===== src/rtl/mem_port_arbiter_if.sv =====
// rtl/mem_port_arbiter_if.sv - fetch / load-store / RAM signal bundle for mem_port_arbiter
//
// Groups the three buses that meet at the arbiter.
//   IF_*  : instruction-fetch request/acknowledge channel
//   D_*   : load/store request/acknowledge channel (D_ERR valid with D_ACK)
//   MEM_* : unified RAM port (strobes out, MEM_DATA_IN/MEM_READY in)
// Modports:
//   slave  : the arbiter's view (requests and RAM responses in, grants/strobes out)
//   master : the environment's view (core requesters plus RAM)
interface mem_port_arbiter_if #(
  parameter int ADDR_W = 32
);

  logic              IF_REQ;
  logic [ADDR_W-1:0] IF_ADDR;
  logic [31:0]       IF_RDATA;
  logic              IF_ACK;

  logic              D_REQ;
  logic              D_WE;
  logic [ADDR_W-1:0] D_ADDR;
  logic [31:0]       D_WDATA;
  logic [3:0]        D_BE;
  logic [31:0]       D_RDATA;
  logic              D_ACK;
  logic              D_ERR;

  logic [ADDR_W-1:0] MEM_ADDR;
  logic [31:0]       MEM_DATA_OUT;
  logic [31:0]       MEM_DATA_IN;
  logic [3:0]        MEM_BYTE_ENABLE;
  logic              MEM_WRITE_ENABLE;
  logic              MEM_READ_ENABLE;
  logic              MEM_READY;

  modport slave (
    input  IF_REQ, IF_ADDR,
    input  D_REQ, D_WE, D_ADDR, D_WDATA, D_BE,
    input  MEM_DATA_IN, MEM_READY,
    output IF_RDATA, IF_ACK,
    output D_RDATA, D_ACK, D_ERR,
    output MEM_ADDR, MEM_DATA_OUT, MEM_BYTE_ENABLE, MEM_WRITE_ENABLE, MEM_READ_ENABLE
  );

  modport master (
    output IF_REQ, IF_ADDR,
    output D_REQ, D_WE, D_ADDR, D_WDATA, D_BE,
    output MEM_DATA_IN, MEM_READY,
    input  IF_RDATA, IF_ACK,
    input  D_RDATA, D_ACK, D_ERR,
    input  MEM_ADDR, MEM_DATA_OUT, MEM_BYTE_ENABLE, MEM_WRITE_ENABLE, MEM_READ_ENABLE
  );

endinterface


===== src/rtl/mem_port_arbiter.sv =====
// rtl/mem_port_arbiter.sv - two-master arbiter for the unified RAM port (fetch vs load/store)
//
// Load/store has fixed priority; a saturating starvation counter forces a
// fetch grant after STARVE_MAX consecutive data grants made while fetch waits.
// Every access is IDLE -> BUSY_x -> RESP -> IDLE (one access per 3 cycles
// with a zero-wait RAM).
//
// Ports:
//   clk    : system clock, all state on rising edge
//   rst_n  : asynchronous active-low reset
//   bus    : mem_port_arbiter_if.slave (IF_*, D_*, MEM_* signals)
// Parameters:
//   STARVE_MAX : data grants tolerated while fetch waits (1..15)
//   ADDR_W     : address width
// Build option:
//   MISALIGN_CHECK_EN : when defined, misaligned load/store accesses are
//                       rejected with D_ACK+D_ERR and never reach the RAM.
module mem_port_arbiter #(
  parameter int STARVE_MAX = 4,
  parameter int ADDR_W     = 32
) (
  input logic               clk,
  input logic               rst_n,
  mem_port_arbiter_if.slave bus
);

  localparam logic [1:0] ST_IDLE    = 2'd0;
  localparam logic [1:0] ST_BUSY_IF = 2'd1;
  localparam logic [1:0] ST_BUSY_D  = 2'd2;
  localparam logic [1:0] ST_RESP    = 2'd3;

  localparam logic [3:0] STARVE_LIM = 4'(STARVE_MAX);

  logic [1:0]        state;
  logic [3:0]        starve_cnt;

  logic [ADDR_W-1:0] mem_addr_q;
  logic [31:0]       mem_wdata_q;
  logic [3:0]        mem_be_q;
  logic              mem_we_q;
  logic              mem_re_q;
  logic [31:0]       if_rdata_q;
  logic              if_ack_q;
  logic [31:0]       d_rdata_q;
  logic              d_ack_q;

  logic              force_if;
  logic              grant_d;
  logic              grant_if;
  logic              d_illegal;

  // Fetch wins a tie only once the data side has used up its allowance.
  assign force_if = bus.IF_REQ && (starve_cnt == STARVE_LIM);
  assign grant_d  = bus.D_REQ && !force_if;
  assign grant_if = bus.IF_REQ && !grant_d;

`ifdef MISALIGN_CHECK_EN
  logic d_err_q;

  function automatic logic access_legal(input logic [3:0] be, input logic [1:0] ofs);
    logic byte_ok;
    logic half_ok;
    logic word_ok;
    byte_ok = (be == (4'b0001 << ofs));
    half_ok = (be == (4'b0011 << ofs)) && !ofs[0];
    word_ok = (be == 4'b1111) && (ofs == 2'b00);
    return byte_ok || half_ok || word_ok;
  endfunction

  assign d_illegal = !access_legal(bus.D_BE, bus.D_ADDR[1:0]);
  assign bus.D_ERR = d_err_q;
`else
  assign d_illegal = 1'b0;
  assign bus.D_ERR = 1'b0;
`endif

  always_ff @(posedge clk or negedge rst_n) begin
    if (!rst_n) begin
      state       <= ST_IDLE;
      starve_cnt  <= 4'd0;
      mem_addr_q  <= '0;
      mem_wdata_q <= 32'd0;
      mem_be_q    <= 4'd0;
      mem_we_q    <= 1'b0;
      mem_re_q    <= 1'b0;
      if_rdata_q  <= 32'd0;
      if_ack_q    <= 1'b0;
      d_rdata_q   <= 32'd0;
      d_ack_q     <= 1'b0;
`ifdef MISALIGN_CHECK_EN
      d_err_q     <= 1'b0;
`endif
    end else begin
      case (state)
        ST_IDLE: begin
          if (grant_if) begin
            mem_addr_q <= bus.IF_ADDR;
            mem_be_q   <= 4'b1111;
            mem_re_q   <= 1'b1;
            mem_we_q   <= 1'b0;
            starve_cnt <= 4'd0;
            state      <= ST_BUSY_IF;
          end else if (grant_d) begin
            // Only data grants that overtake a waiting fetch count as starvation.
            if (bus.IF_REQ && (starve_cnt != 4'hF)) begin
              starve_cnt <= starve_cnt + 4'd1;
            end
            if (d_illegal) begin
              // Rejected access: acknowledge with error, RAM never sees it.
              d_ack_q <= 1'b1;
`ifdef MISALIGN_CHECK_EN
              d_err_q <= 1'b1;
`endif
              state   <= ST_RESP;
            end else begin
              mem_addr_q <= bus.D_ADDR;
              mem_be_q   <= bus.D_BE;
              mem_we_q   <= bus.D_WE;
              mem_re_q   <= !bus.D_WE;
              // MEM_DATA_OUT keeps the most recent store data across loads/fetches.
              if (bus.D_WE) begin
                mem_wdata_q <= bus.D_WDATA;
              end
              state <= ST_BUSY_D;
            end
          end
        end

        ST_BUSY_IF, ST_BUSY_D: begin
          if (bus.MEM_READY) begin
            if (state == ST_BUSY_IF) begin
              if_rdata_q <= bus.MEM_DATA_IN;
              if_ack_q   <= 1'b1;
            end else begin
              if (mem_re_q) begin
                d_rdata_q <= bus.MEM_DATA_IN;
              end
              d_ack_q <= 1'b1;
            end
            mem_be_q <= 4'd0;
            mem_re_q <= 1'b0;
            mem_we_q <= 1'b0;
            state    <= ST_RESP;
          end
        end

        ST_RESP: begin
          // No arbitration here: gives the requester a cycle to drop REQ.
          if_ack_q <= 1'b0;
          d_ack_q  <= 1'b0;
`ifdef MISALIGN_CHECK_EN
          d_err_q  <= 1'b0;
`endif
          state    <= ST_IDLE;
        end

        default: state <= ST_IDLE;
      endcase
    end
  end

  assign bus.MEM_ADDR         = mem_addr_q;
  assign bus.MEM_DATA_OUT     = mem_wdata_q;
  assign bus.MEM_BYTE_ENABLE  = mem_be_q;
  assign bus.MEM_WRITE_ENABLE = mem_we_q;
  assign bus.MEM_READ_ENABLE  = mem_re_q;
  assign bus.IF_RDATA         = if_rdata_q;
  assign bus.IF_ACK           = if_ack_q;
  assign bus.D_RDATA          = d_rdata_q;
  assign bus.D_ACK            = d_ack_q;

endmodule


===== src/flat_wrapper.sv =====
// flat-port wrapper written by rule: the top's interface ports become plain ports
module mem_port_arbiter_flat 
#(
  parameter int STARVE_MAX = 4,
  parameter int ADDR_W     = 32
)
  (clk, rst_n, bus_IF_REQ, bus_IF_ADDR, bus_D_REQ, bus_D_WE, bus_D_ADDR, bus_D_WDATA, bus_D_BE, bus_MEM_DATA_IN, bus_MEM_READY, bus_IF_RDATA, bus_IF_ACK, bus_D_RDATA, bus_D_ACK, bus_D_ERR, bus_MEM_ADDR, bus_MEM_DATA_OUT, bus_MEM_BYTE_ENABLE, bus_MEM_WRITE_ENABLE, bus_MEM_READ_ENABLE);
  mem_port_arbiter_if #(.ADDR_W(ADDR_W)) bus_i ();
  input logic clk;
  input logic rst_n;
  input wire logic [$bits(bus_i.IF_REQ)-1:0] bus_IF_REQ;
  input wire logic [$bits(bus_i.IF_ADDR)-1:0] bus_IF_ADDR;
  input wire logic [$bits(bus_i.D_REQ)-1:0] bus_D_REQ;
  input wire logic [$bits(bus_i.D_WE)-1:0] bus_D_WE;
  input wire logic [$bits(bus_i.D_ADDR)-1:0] bus_D_ADDR;
  input wire logic [$bits(bus_i.D_WDATA)-1:0] bus_D_WDATA;
  input wire logic [$bits(bus_i.D_BE)-1:0] bus_D_BE;
  input wire logic [$bits(bus_i.MEM_DATA_IN)-1:0] bus_MEM_DATA_IN;
  input wire logic [$bits(bus_i.MEM_READY)-1:0] bus_MEM_READY;
  output wire logic [$bits(bus_i.IF_RDATA)-1:0] bus_IF_RDATA;
  output wire logic [$bits(bus_i.IF_ACK)-1:0] bus_IF_ACK;
  output wire logic [$bits(bus_i.D_RDATA)-1:0] bus_D_RDATA;
  output wire logic [$bits(bus_i.D_ACK)-1:0] bus_D_ACK;
  output wire logic [$bits(bus_i.D_ERR)-1:0] bus_D_ERR;
  output wire logic [$bits(bus_i.MEM_ADDR)-1:0] bus_MEM_ADDR;
  output wire logic [$bits(bus_i.MEM_DATA_OUT)-1:0] bus_MEM_DATA_OUT;
  output wire logic [$bits(bus_i.MEM_BYTE_ENABLE)-1:0] bus_MEM_BYTE_ENABLE;
  output wire logic [$bits(bus_i.MEM_WRITE_ENABLE)-1:0] bus_MEM_WRITE_ENABLE;
  output wire logic [$bits(bus_i.MEM_READ_ENABLE)-1:0] bus_MEM_READ_ENABLE;
  assign bus_i.IF_REQ = bus_IF_REQ;
  assign bus_i.IF_ADDR = bus_IF_ADDR;
  assign bus_i.D_REQ = bus_D_REQ;
  assign bus_i.D_WE = bus_D_WE;
  assign bus_i.D_ADDR = bus_D_ADDR;
  assign bus_i.D_WDATA = bus_D_WDATA;
  assign bus_i.D_BE = bus_D_BE;
  assign bus_i.MEM_DATA_IN = bus_MEM_DATA_IN;
  assign bus_i.MEM_READY = bus_MEM_READY;
  assign bus_IF_RDATA = bus_i.IF_RDATA;
  assign bus_IF_ACK = bus_i.IF_ACK;
  assign bus_D_RDATA = bus_i.D_RDATA;
  assign bus_D_ACK = bus_i.D_ACK;
  assign bus_D_ERR = bus_i.D_ERR;
  assign bus_MEM_ADDR = bus_i.MEM_ADDR;
  assign bus_MEM_DATA_OUT = bus_i.MEM_DATA_OUT;
  assign bus_MEM_BYTE_ENABLE = bus_i.MEM_BYTE_ENABLE;
  assign bus_MEM_WRITE_ENABLE = bus_i.MEM_WRITE_ENABLE;
  assign bus_MEM_READ_ENABLE = bus_i.MEM_READ_ENABLE;
  mem_port_arbiter #(.STARVE_MAX(STARVE_MAX), .ADDR_W(ADDR_W)) u_core (.clk(clk), .rst_n(rst_n), .bus(bus_i));
endmodule

===== config.mk =====
export PLATFORM = sky130hd
export DESIGN_NAME = mem_port_arbiter_flat
export DESIGN_NICKNAME = d
export VERILOG_FILES = /design/src/rtl/mem_port_arbiter_if.sv /design/src/rtl/mem_port_arbiter.sv /design/src/flat_wrapper.sv
export SDC_FILE = /design/constraint.sdc
export NUM_CORES = 1
export LEC_CHECK = 0
export CORE_ASPECT_RATIO = 1.2
export CORE_MARGIN = 5
export CORE_UTILIZATION = 43
export CTS_BUF_LIST = sky130_fd_sc_hd__clkbuf_8
export DETAILED_ROUTE_END_ITERATION = 8
export GPL_ROUTABILITY_DRIVEN = 0
export PLACE_DENSITY = 0.84
export SLEW_MARGIN = 15
export SYNTH_ARGS = -nofsm -noshare
export SYNTH_HDL_FRONTEND = slang
export SYNTH_SLANG_ARGS = --single-unit

===== constraint.sdc =====
create_clock -name clk -period 2.8 [get_ports clk]
set_input_delay 0.56 -clock clk [delete_from_list [all_inputs] [get_ports clk]]
set_output_delay 0.56 -clock clk [all_outputs]
set_load 0.005 [all_outputs]

* After elaboration in Yosys (flattened, before gate mapping)
Cells that the tools add are included.
** Operators by class
- Add/sub/neg operators :: 1
- Eq/ne operators :: 9
- Muxes and demuxes :: 26
- Bitwise gates (word level) :: 3
- Reduce and logical (&&, ||, !) cells :: 22
** Operator list (count)
- 2-to-1 mux 32 bit :: 2
- 2-to-1 mux 4 bit :: 6
- AND reduction 3 bit :: 5
- 2-to-1 mux 1 bit :: 9
- case mux 1 bit (2 select lines) :: 4
- case mux 4 bit (2 select lines) :: 1
- AND reduction 4 bit :: 2
- nonzero test 2 bit :: 4
- 2-to-1 mux 2 bit :: 3
- case mux 2 bit (3 select lines) :: 1
- adder 4 x 1 -> 4 bit, second input constant :: 1
- equality test 2 bit, second input constant :: 2
- equality test 4 x 3 -> 1 bit, second input constant :: 1
- logical AND 1 bit :: 4
- != test 2 bit, second input constant :: 2
- != test 4 bit, second input constant :: 1
- AND reduction 2 bit :: 2
- logical NOT 1 bit :: 3
- != test 3 x 1 -> 1 bit, second input constant :: 1
- NOT 1 bit :: 3
- equality test 2 x 1 -> 1 bit, second input constant :: 1
- logical NOT 2 bit :: 1
- != test 2 x 1 -> 1 bit, second input constant :: 1
- OR reduction 2 bit :: 1
** Word-level totals
- Register bits after elaboration :: 142
- Input port bits :: 138
- Output and inout bits :: 137
- Logic and storage cells :: 72

* Depth between registers and ports, before layout
Gate-level depths: netlist of run 1.
- Word-level depth :: 8
- Mapped depth :: 7
- Gate-level depth less buffers :: 5

* Worst setup path before layout of run 1
No wires, ideal clock.
- Kind :: register -> register
- From :: register u_core.state[0]
- To :: register u_core.mem_we_q, in the netlist u_core.bus.MEM_WRITE_ENABLE
- Setup time :: 0.121 ns
- Arrival time :: 1.805 ns
- Required time :: 2.679 ns
- Slack :: 0.875 ns
- Stages on the path, launching flop included :: 8
- Buffers on the path :: 2
- Period minus slack after synthesis :: 1.925 ns
- Cell sequence :: dfrtp_1 > inv_1 > ha_1 > nor2b_1 > buf_6 > or3_1 > buf_2 > a22o_1
** Between the ends
- Word-level cells in the longest chain between the ends :: 4
- Elaborated cells between the ends (all ways) :: 9
- Those cells by class :: eq/ne: 4; mux: 1; reduce/logical: 4
** Ends and longest elaborated chain
- start, declared :: line mem_port_arbiter.sv:34 : logic [1:0] state;
- start signal, assigned :: line mem_port_arbiter.sv:79 : state <= ST_IDLE;
- start signal, assigned :: line mem_port_arbiter.sv:102 : state <= ST_BUSY_IF;
- start signal, assigned :: line mem_port_arbiter.sv:114 : state <= ST_RESP;
- equality test 2 bit or equality test 2 x 1 -> 1 bit (tied branches) :: line mem_port_arbiter.sv:94 : case (state)
- OR reduction 2 bit :: line mem_port_arbiter.sv:94
- != test 2 bit (no source line) or nonzero test 2 bit (tied branches)
- AND reduction 3 bit (no source line)
- end signal, assigned :: line mem_port_arbiter.sv:118 : mem_we_q <= bus.D_WE;
- end, declared :: line mem_port_arbiter.sv:40 : logic mem_we_q;
Parallel ways exist; a longest one is shown, timed or not.
A chain may end at the register's enable or synchronous reset.

* Final worst setup path of run 1
- From :: register u_core.state[0]
- To :: register u_core.mem_addr_q[16], in the netlist u_core.bus.MEM_ADDR[16]
** Between the ends
- Word-level cells in the longest chain between the ends :: 2
** Ends and longest elaborated chain
- logical NOT 2 bit :: line mem_port_arbiter.sv:94
- AND reduction 2 bit (no source line)
- end signal, assigned :: line mem_port_arbiter.sv:97 : mem_addr_q <= bus.IF_ADDR;
- end signal, assigned :: line mem_port_arbiter.sv:116 : mem_addr_q <= bus.D_ADDR;
- end, declared :: line mem_port_arbiter.sv:37 : logic [ADDR_W-1:0] mem_addr_q;
No other way between the ends.

==> summary.md, run 1 <==
| Metric | Value |
|---|---|
| Static leakage | 0.00384 uW |
| Power per cell area | 1110 nW/um2 |
| Synth top area share | 60.0% |
| Critical R2R Capture | u_core.bus.MEM_ADDR[16] |
| Sequential share of the synthesized area | 60.0% |
| # setup viols final | 0 |
| Wire length per cell | 19.4 um |
| Skew-Pair Late Insertion Delay | 440 ps |
| DR pass1 iterations | 4 |
| Fmax | 449 MHz |
| Die Span X | 117 um |
| Top post-synthesis cells by area | dfrtp_1 60%, mux2_2 18%, o32a_1 4.7% |
| Diodes inserted | 0 |
| Top-count cell post-synth | dfrtp_1 |
| Final Power | 10,300 uW |
| Met1 GRT Util | 21.8% |
| Ys async rst share | 100% |
| Area growth from synthesis to layout | 56.5% |
| Top_reg_cell synth | dfrtp_1 |
| FP Rows | 47 |
| Initial antenna violation count | 0 |
| Post-synth cell types | 42 |
| Syn Area/Cell | 14.6 um2 |
| Yosys reg bits | 142 |
| Period minus WS final | 2230 ps |
| Via count | 4,537 |
| CP Data Required Time | 3170 ps |
| Placed insts | 834 |
| Unrepaired setup endpoints after global routing | false |
| Die footprint | 16,200 um2 |
| First-pass GRT wire length | 26.2 mm |
| # hold bufs at CTS | 0 |
| Nets | 829 |
| GR Util met3 | 8.87% |
| DRT Wirelength | 16.8 mm |
| Largest net degree at the start of global routing | 63 |
| Most frequent cells after synthesis | 142 x dfrtp_1, 95 x mux2_2, 29 x o21a_1, 28 x o32a_1, 16 x buf_2 |
| Floorplan Core Area | 13,600 um2 |
| DRC viols | 0 |
| Met2 usage | 36.5% |
| CTS Buf Count | 17 |
| Top cell type by total area after synthesis | dfrtp_1 |
| Drt first-iter violations | 186 |
| Final slew viol count | 0 |
| Clock Sinks | 142 |
| Crit path max fanout | 28 |
| Final Skew | 13.3 ps |
| Final non-filler cell area | 9260 um2 |
| Hold slack | 71.4 ps |
| Post-DP HPWL | 13.0 mm |
| Total GRT Usage | 20.8% |
| Post-synth EDFFs | 0 |
| Mapped Cells | 406 |
| CTS Root Buffer Type | clkbuf_8 |
| CP endpoint kind | flop |
| Yosys warnings | 0 |
| Final Hold Fails | 0 |
| CP Launch Point | u_core.state[0] |
| End point of the critical path | u_core.bus.MEM_ADDR[16] |
| H-tree levels | 4 |
| Worst slew margin | 50.4% |
| TritonCTS clock tree | yes |
| Fraction of layout cells with a size suffix above 1 | 20.7% |
| Fin cells | 866 |
| Die height | 139 um |
| Vias in the first global route | 5,060 |
| Routed Antenna Nets | 0 |
| Port bufs | 273 |
| Startpoint types | flop |
| Setup_tns | 0 ps |
| Reg2reg setup slack | 570 ps |
| Worst-Margin Slew | 742 ps |
| Starting Density | 43.4% |
| Postcts setup bufs | 0 |
| Post-Syn Area | 5920 um2 |
| Critical path data arrival time | 2600 ps |
| Peak VDD IR | 659 uV |
| CTS resizes | 0 |
| R2r worst-path depth | 5 |
| Gr busiest metal | met2 |
| Period utilization | 79.6% |
| Crit Path Class | reg -> reg |
| Vias per inst | 5.24 |
| Hold crit path type | in -> async |
| Status | completed |
| Maxcap violations | 0 |
| Clock Pin Slew Worst Setup and Hold Paths | 80 ps |
| GRT overflow | 0 |
| Dpl cell area | 8810 um2 |
| Max clock buf depth | 2 |
| Syn_nets | 553 |
| Worst r2r src | u_core.state[0] |
| # IOs | 275 |
cells in the final DEF (no fill, tap or decap), types with 4 or more instances in the layout:
| cell type | count |
|---|---|
| buf_4 | 10 |
| bufinv_16 | 5 |
| clkbuf_8 | 17 |
| clkdlybuf4s50_1 | 272 |
| clkinv_2 | 4 |
| dfrtp_1 | 142 |
| ha_1 | 9 |
| inv_1 | 6 |
| mux2_2 | 95 |
| nand3_1 | 6 |
| nor2_1 | 5 |
| nor3_1 | 8 |
| o21a_1 | 29 |
| o21ai_1 | 4 |
| o2bb2ai_1 | 6 |
| o32a_1 | 28 |
critical path: stages, from the launching register on:
cell	delay, ps
dfrtp_1	460
inv_1	140
ha_1	360
nand2_1	330
o21ai_4	690
o21a_1	190
power breakdown:
part / internal, uW / switching [uW]
combinational: 3110 / 1670
sequential: 3100 / 578
clock: 1060 / 780
total: 7280 / 3030
stage by stage:
| stage | utilization, % | worst slack [ps] |
|---|---|---|
| after floorplan | - | 875 |
| after global placement | 64.6 | 438 |
| after detailed placement | 64.6 | 382 |
| after CTS | 67.9 | 547 |
| after global routing | 67.9 | 319 |
| final | 67.9 | 572 |
cells by family after synthesis:
| family | count (synthesis) | share of synthesized area, % |
|---|---|---|
| DFF | 142 | 60.0 |
| muxes | 97 | 18.5 |
| AOI/OAI and AO/OA | 87 | 12.2 |
| and+or+nand+nor | 37 | 4.10 |
| buffers and inverters | 33 | 3.19 |
| adders and majority gates | 9 | 1.90 |
| other | 1 | 0.0634 |
final cells by class:
cell class / count / area [um2]
fillers: 1034 / 4380
well taps: 171 / 214
repair buffers: 285 / 2850
clock buffers: 17 / 234
clock inverters: 15 / 218
multi-input cells: 231 / 2180
flip-flops and latches: 142 / 3550
inverters: 5 / 18.8
sequential cells by signal, indices dropped and copies added (netlist names):
signal	cells
u_core.bus.D_ACK	1
u_core.starve_cnt	4
u_core.bus.MEM_BYTE_ENABLE	4
u_core.bus.IF_RDATA	32
u_core.bus.MEM_READ_ENABLE	1
u_core.bus.IF_ACK	1
u_core.bus.MEM_DATA_OUT	32
u_core.bus.MEM_ADDR	32
u_core.bus.D_RDATA	32
u_core.state	2
u_core.bus.MEM_WRITE_ENABLE	1
metal layers:
layer / share of wire, % / wire length, um
met1: 34 / 5720
met2: 53 / 8850
met3: 11 / 1830
met4: 2.2 / 367
met5: 0 / 0
worst min-delay path by stage:
| stage | startpoint | endpoint | slack (ps) | cells after the start |
|---|---|---|---|---|
| after floorplan | rst_n | u_core.bus.D_ACK | 260 | 0 |
| after global placement | u_core.bus.MEM_BYTE_ENABLE[2] | u_core.bus.MEM_BYTE_ENABLE[2] | 480 | 1 |
| after detailed placement | u_core.bus.MEM_BYTE_ENABLE[3] | u_core.bus.MEM_BYTE_ENABLE[3] | 480 | 1 |
| after CTS | rst_n | u_core.bus.IF_ACK | 80 | 1 |
| after global routing | rst_n | u_core.bus.MEM_BYTE_ENABLE[3] | 90 | 1 |
| final | rst_n | u_core.bus.MEM_WRITE_ENABLE | 70 | 1 |
(Power assumes the default switching activity.)
==> run 2, diff against run 1 <==
==> constraint.sdc (replaced) <==
create_clock -name clk -period 2.3 [get_ports clk]
set_input_delay 0.46 -clock clk [delete_from_list [all_inputs] [get_ports clk]]
set_output_delay 0.46 -clock clk [all_outputs]
set_load 0.005 [all_outputs]
==> summary.md, run 2 (synthesis results as in run 1) <==
| Metric | Value |
|---|---|
| Area growth from synthesis to layout | 57.8% (was 56.5%) |
| Skew-Pair Late Insertion Delay | 450 ps (was 440 ps) |
| Worst-Margin Slew | 756 ps (was 742 ps) |
| DRT Wirelength | 17.2 mm (was 16.8 mm) |
| CP cell instances | inv_1 -> ha_1 -> nand2_1 -> o21ai_4 -> o21a_1 (unchanged) |
| Clock Sinks | 142 (unchanged) |
| Diodes inserted | 0 (unchanged) |
| TritonCTS clock tree | yes (unchanged) |
| Final Hold Fails | 0 (unchanged) |
| Clock Pin Slew Worst Setup and Hold Paths | 80 ps (about the same) |
| Via count | 4,611 (was 4,537) |
| Final Skew | 8.93 ps (was 13.3 ps) |
| Nets | 835 (was 829) |
| M1 wire length | 5.91 mm (was 5.72 mm) |
| Fraction of layout cells with a size suffix above 1 | 21.1% (was 20.7%) |
| GRT overflow | 0 (unchanged) |
| Floorplan Core Area | 13,600 um2 (unchanged) |
| R2r worst-path depth | 5 (unchanged) |
| # IOs | 275 (unchanged) |
| Reg area | 3550 um2 (unchanged) |
| Crit path max fanout | 28 (unchanged) |
| Initial antenna violation count | 0 (unchanged) |
| Max clock buf depth | 2 (unchanged) |
| Final slew viol count | 0 (unchanged) |
| Top Metal Used | met4 (unchanged) |
| Worst stage delay on the critical path | 660 ps (was 690 ps) |
| CTS Buf Count | 17 (unchanged) |
| Multi-input logic area | 2180 um2 (unchanged) |
| Post-DP HPWL | 13.2 mm (was 13.0 mm) |
| Hold crit path type | reg -> reg (was in -> async) |
| Period minus WS final | 2130 ps (was 2230 ps) |
| Fmax | 469 MHz (was 449 MHz) |
| First-pass GRT wire length | 27.1 mm (was 26.2 mm) |
| CP endpoint kind | flop (unchanged) |
| FP Rows | 47 (unchanged) |
| Peak VDD IR | 770 uV (was 659 uV) |
| Unrepaired setup endpoints after global routing | false (unchanged) |
| Routed Antenna Nets | 0 (unchanged) |
| Maxcap violations | 0 (unchanged) |
| Period utilization | 92.8% (was 79.6%) |
| Die height | 139 um (unchanged) |
| H-tree levels | 4 (unchanged) |
| Crit Path Class | reg -> reg (unchanged) |
| Vias per inst | 5.29 (was 5.24) |
| Worst r2r src | u_core.state[0] (unchanged) |
| Die footprint | 16,200 um2 (unchanged) |
| Fin util | 68.5% (was 67.9%) |
| Critical path data arrival time | 2510 ps (was 2600 ps) |
| Critical R2R Capture | u_core.bus.MEM_ADDR[10] (was u_core.bus.MEM_ADDR[16]) |
| Total GRT Usage | 21.5% (was 20.8%) |
| CTS Root Buffer Type | clkbuf_8 (unchanged) |
| Fillcell total | 956 (was 1,034) |
| Met3 WL | 1.91 mm (was 1.83 mm) |
| Largest net degree at the start of global routing | 67 (was 63) |
| Worst slew margin | 49.4% (was 50.4%) |
| CP Data Required Time | 2680 ps (was 3170 ps) |
| Most common cell after layout, fill and taps aside | clkdlybuf4s50_1 (unchanged) |
| Postcts setup bufs | 0 (unchanged) |
| Hold depth | 1 |
| DRC viols | 0 (unchanged) |
| Starting Density | 43.4% (unchanged) |
| # setup viols final | 0 (unchanged) |
| Wire length per cell | 19.7 um (was 19.4 um) |
| Drt first-iter violations | 182 (was 186) |
| Power per cell area | 1350 nW/um2 (was 1110 nW/um2) |
| Min-Delay Startpoint | u_core.bus.MEM_BYTE_ENABLE[3] |
| Hold Path Sink | u_core.bus.MEM_BYTE_ENABLE[3] |
| Status | completed (unchanged) |
| Setup_tns | 0 ps (unchanged) |
| CP max-delay cell | o21ai_4 (unchanged) |
| Static leakage | 0.00387 uW (was 0.00384 uW) |
| DR pass1 iterations | 4 (unchanged) |
| Die Span X | 117 um (unchanged) |
| Port bufs | 273 (unchanged) |
| Startpoint types | flop (unchanged) |
| Reg2reg setup slack | 170 ps (was 570 ps) |
| Vias in the first global route | 5,122 (was 5,060) |
| WL met2 | 9.03 mm (was 8.85 mm) |
| Most frequent cells in the layout | 272 x clkdlybuf4s50_1, 142 x dfrtp_1, 95 x mux2_2 (unchanged) |
## run 2: changes by cell type in the layout (fill, tap and decap cells not counted)
| cell | change |
|---|---|
| inv_6 | -2 |
| clkbuf_8 | +1 |
| buf_4 | +2 |
| buf_12 | +3 |
| clkinv_4 | -3 |
| dlygate4sd3_1 | +1 |
| clkinvlp_4 | +3 |
## run 2: through the flow
stage	std cells	power, uW	cell area (um2)	setup WS [ps]	hold WS [ps]
floorplan	406	6960	5920	375	164
detailed placement	839	10400	8890	59.5	420
global placement	839	10200	8890	124	417
global route	871	13400	9340	12.7	525
finish	871	12600	9340	167	496
CTS	871	12700	9340	187	500
## run 2: cell type report
type,count,area share (%)
tap,171,2.29
clock buffer,18,2.65
timing repair buffer,291,31.4
multi-input combinational,231,23.3
clock inverter,13,2.10
sequential,142,38.0
inverter,5,0.201
## run 2: how the worst max path moves through the flow
stage          slack [ps]                          end             from  depth (start not counted)
6_report              170      u_core.bus.MEM_ADDR[10]  u_core.state[0]                          5
3_5_place_dp           60      u_core.bus.MEM_ADDR[10]       bus_IF_REQ                          4
2_1_floorplan         370  u_core.bus.MEM_WRITE_ENABLE  u_core.state[0]                          7
5_1_grt                10      u_core.bus.MEM_ADDR[10]  u_core.state[1]                          5
3_3_place_gp          120       u_core.bus.MEM_ADDR[0]       bus_IF_REQ                          4
4_1_cts               190      u_core.bus.MEM_ADDR[10]  u_core.state[1]                          5
## run 2: repair_timing
action                                 in CTS  in global routing
endpoints found under the hold margin      45                  0
gates resized for setup                     0                  0
hold buffers                                1                  0
## run 2: critical path: cells and delay by family (launching register included)
family                     cells  cell delay (ps)
adders and majority gates      1              360
and+or+nand+nor                1              250
buffers and inverters          1              140
AOI/OAI and AO/OA              2              860
DFF                            1              460
## run 2: per-layer routing
| layer | global-route usage (%) | up-vias |
|---|---|---|
| met3 | 9.92 | 27 |
| met1 | 22.6 | 2289 |
| li1 | - | 2076 |
| met4 | 6.64 | 0 |
| met2 | 37.7 | 219 |
| met5 | 0 | - |
## run 2: power by group
part           leakage (uW)  internal, uW  switching [uW]
logic               0.00196          3830            2000
clock network      0.000221          1300             930
registers           0.00169          3780             737
total               0.00387          8910            3670
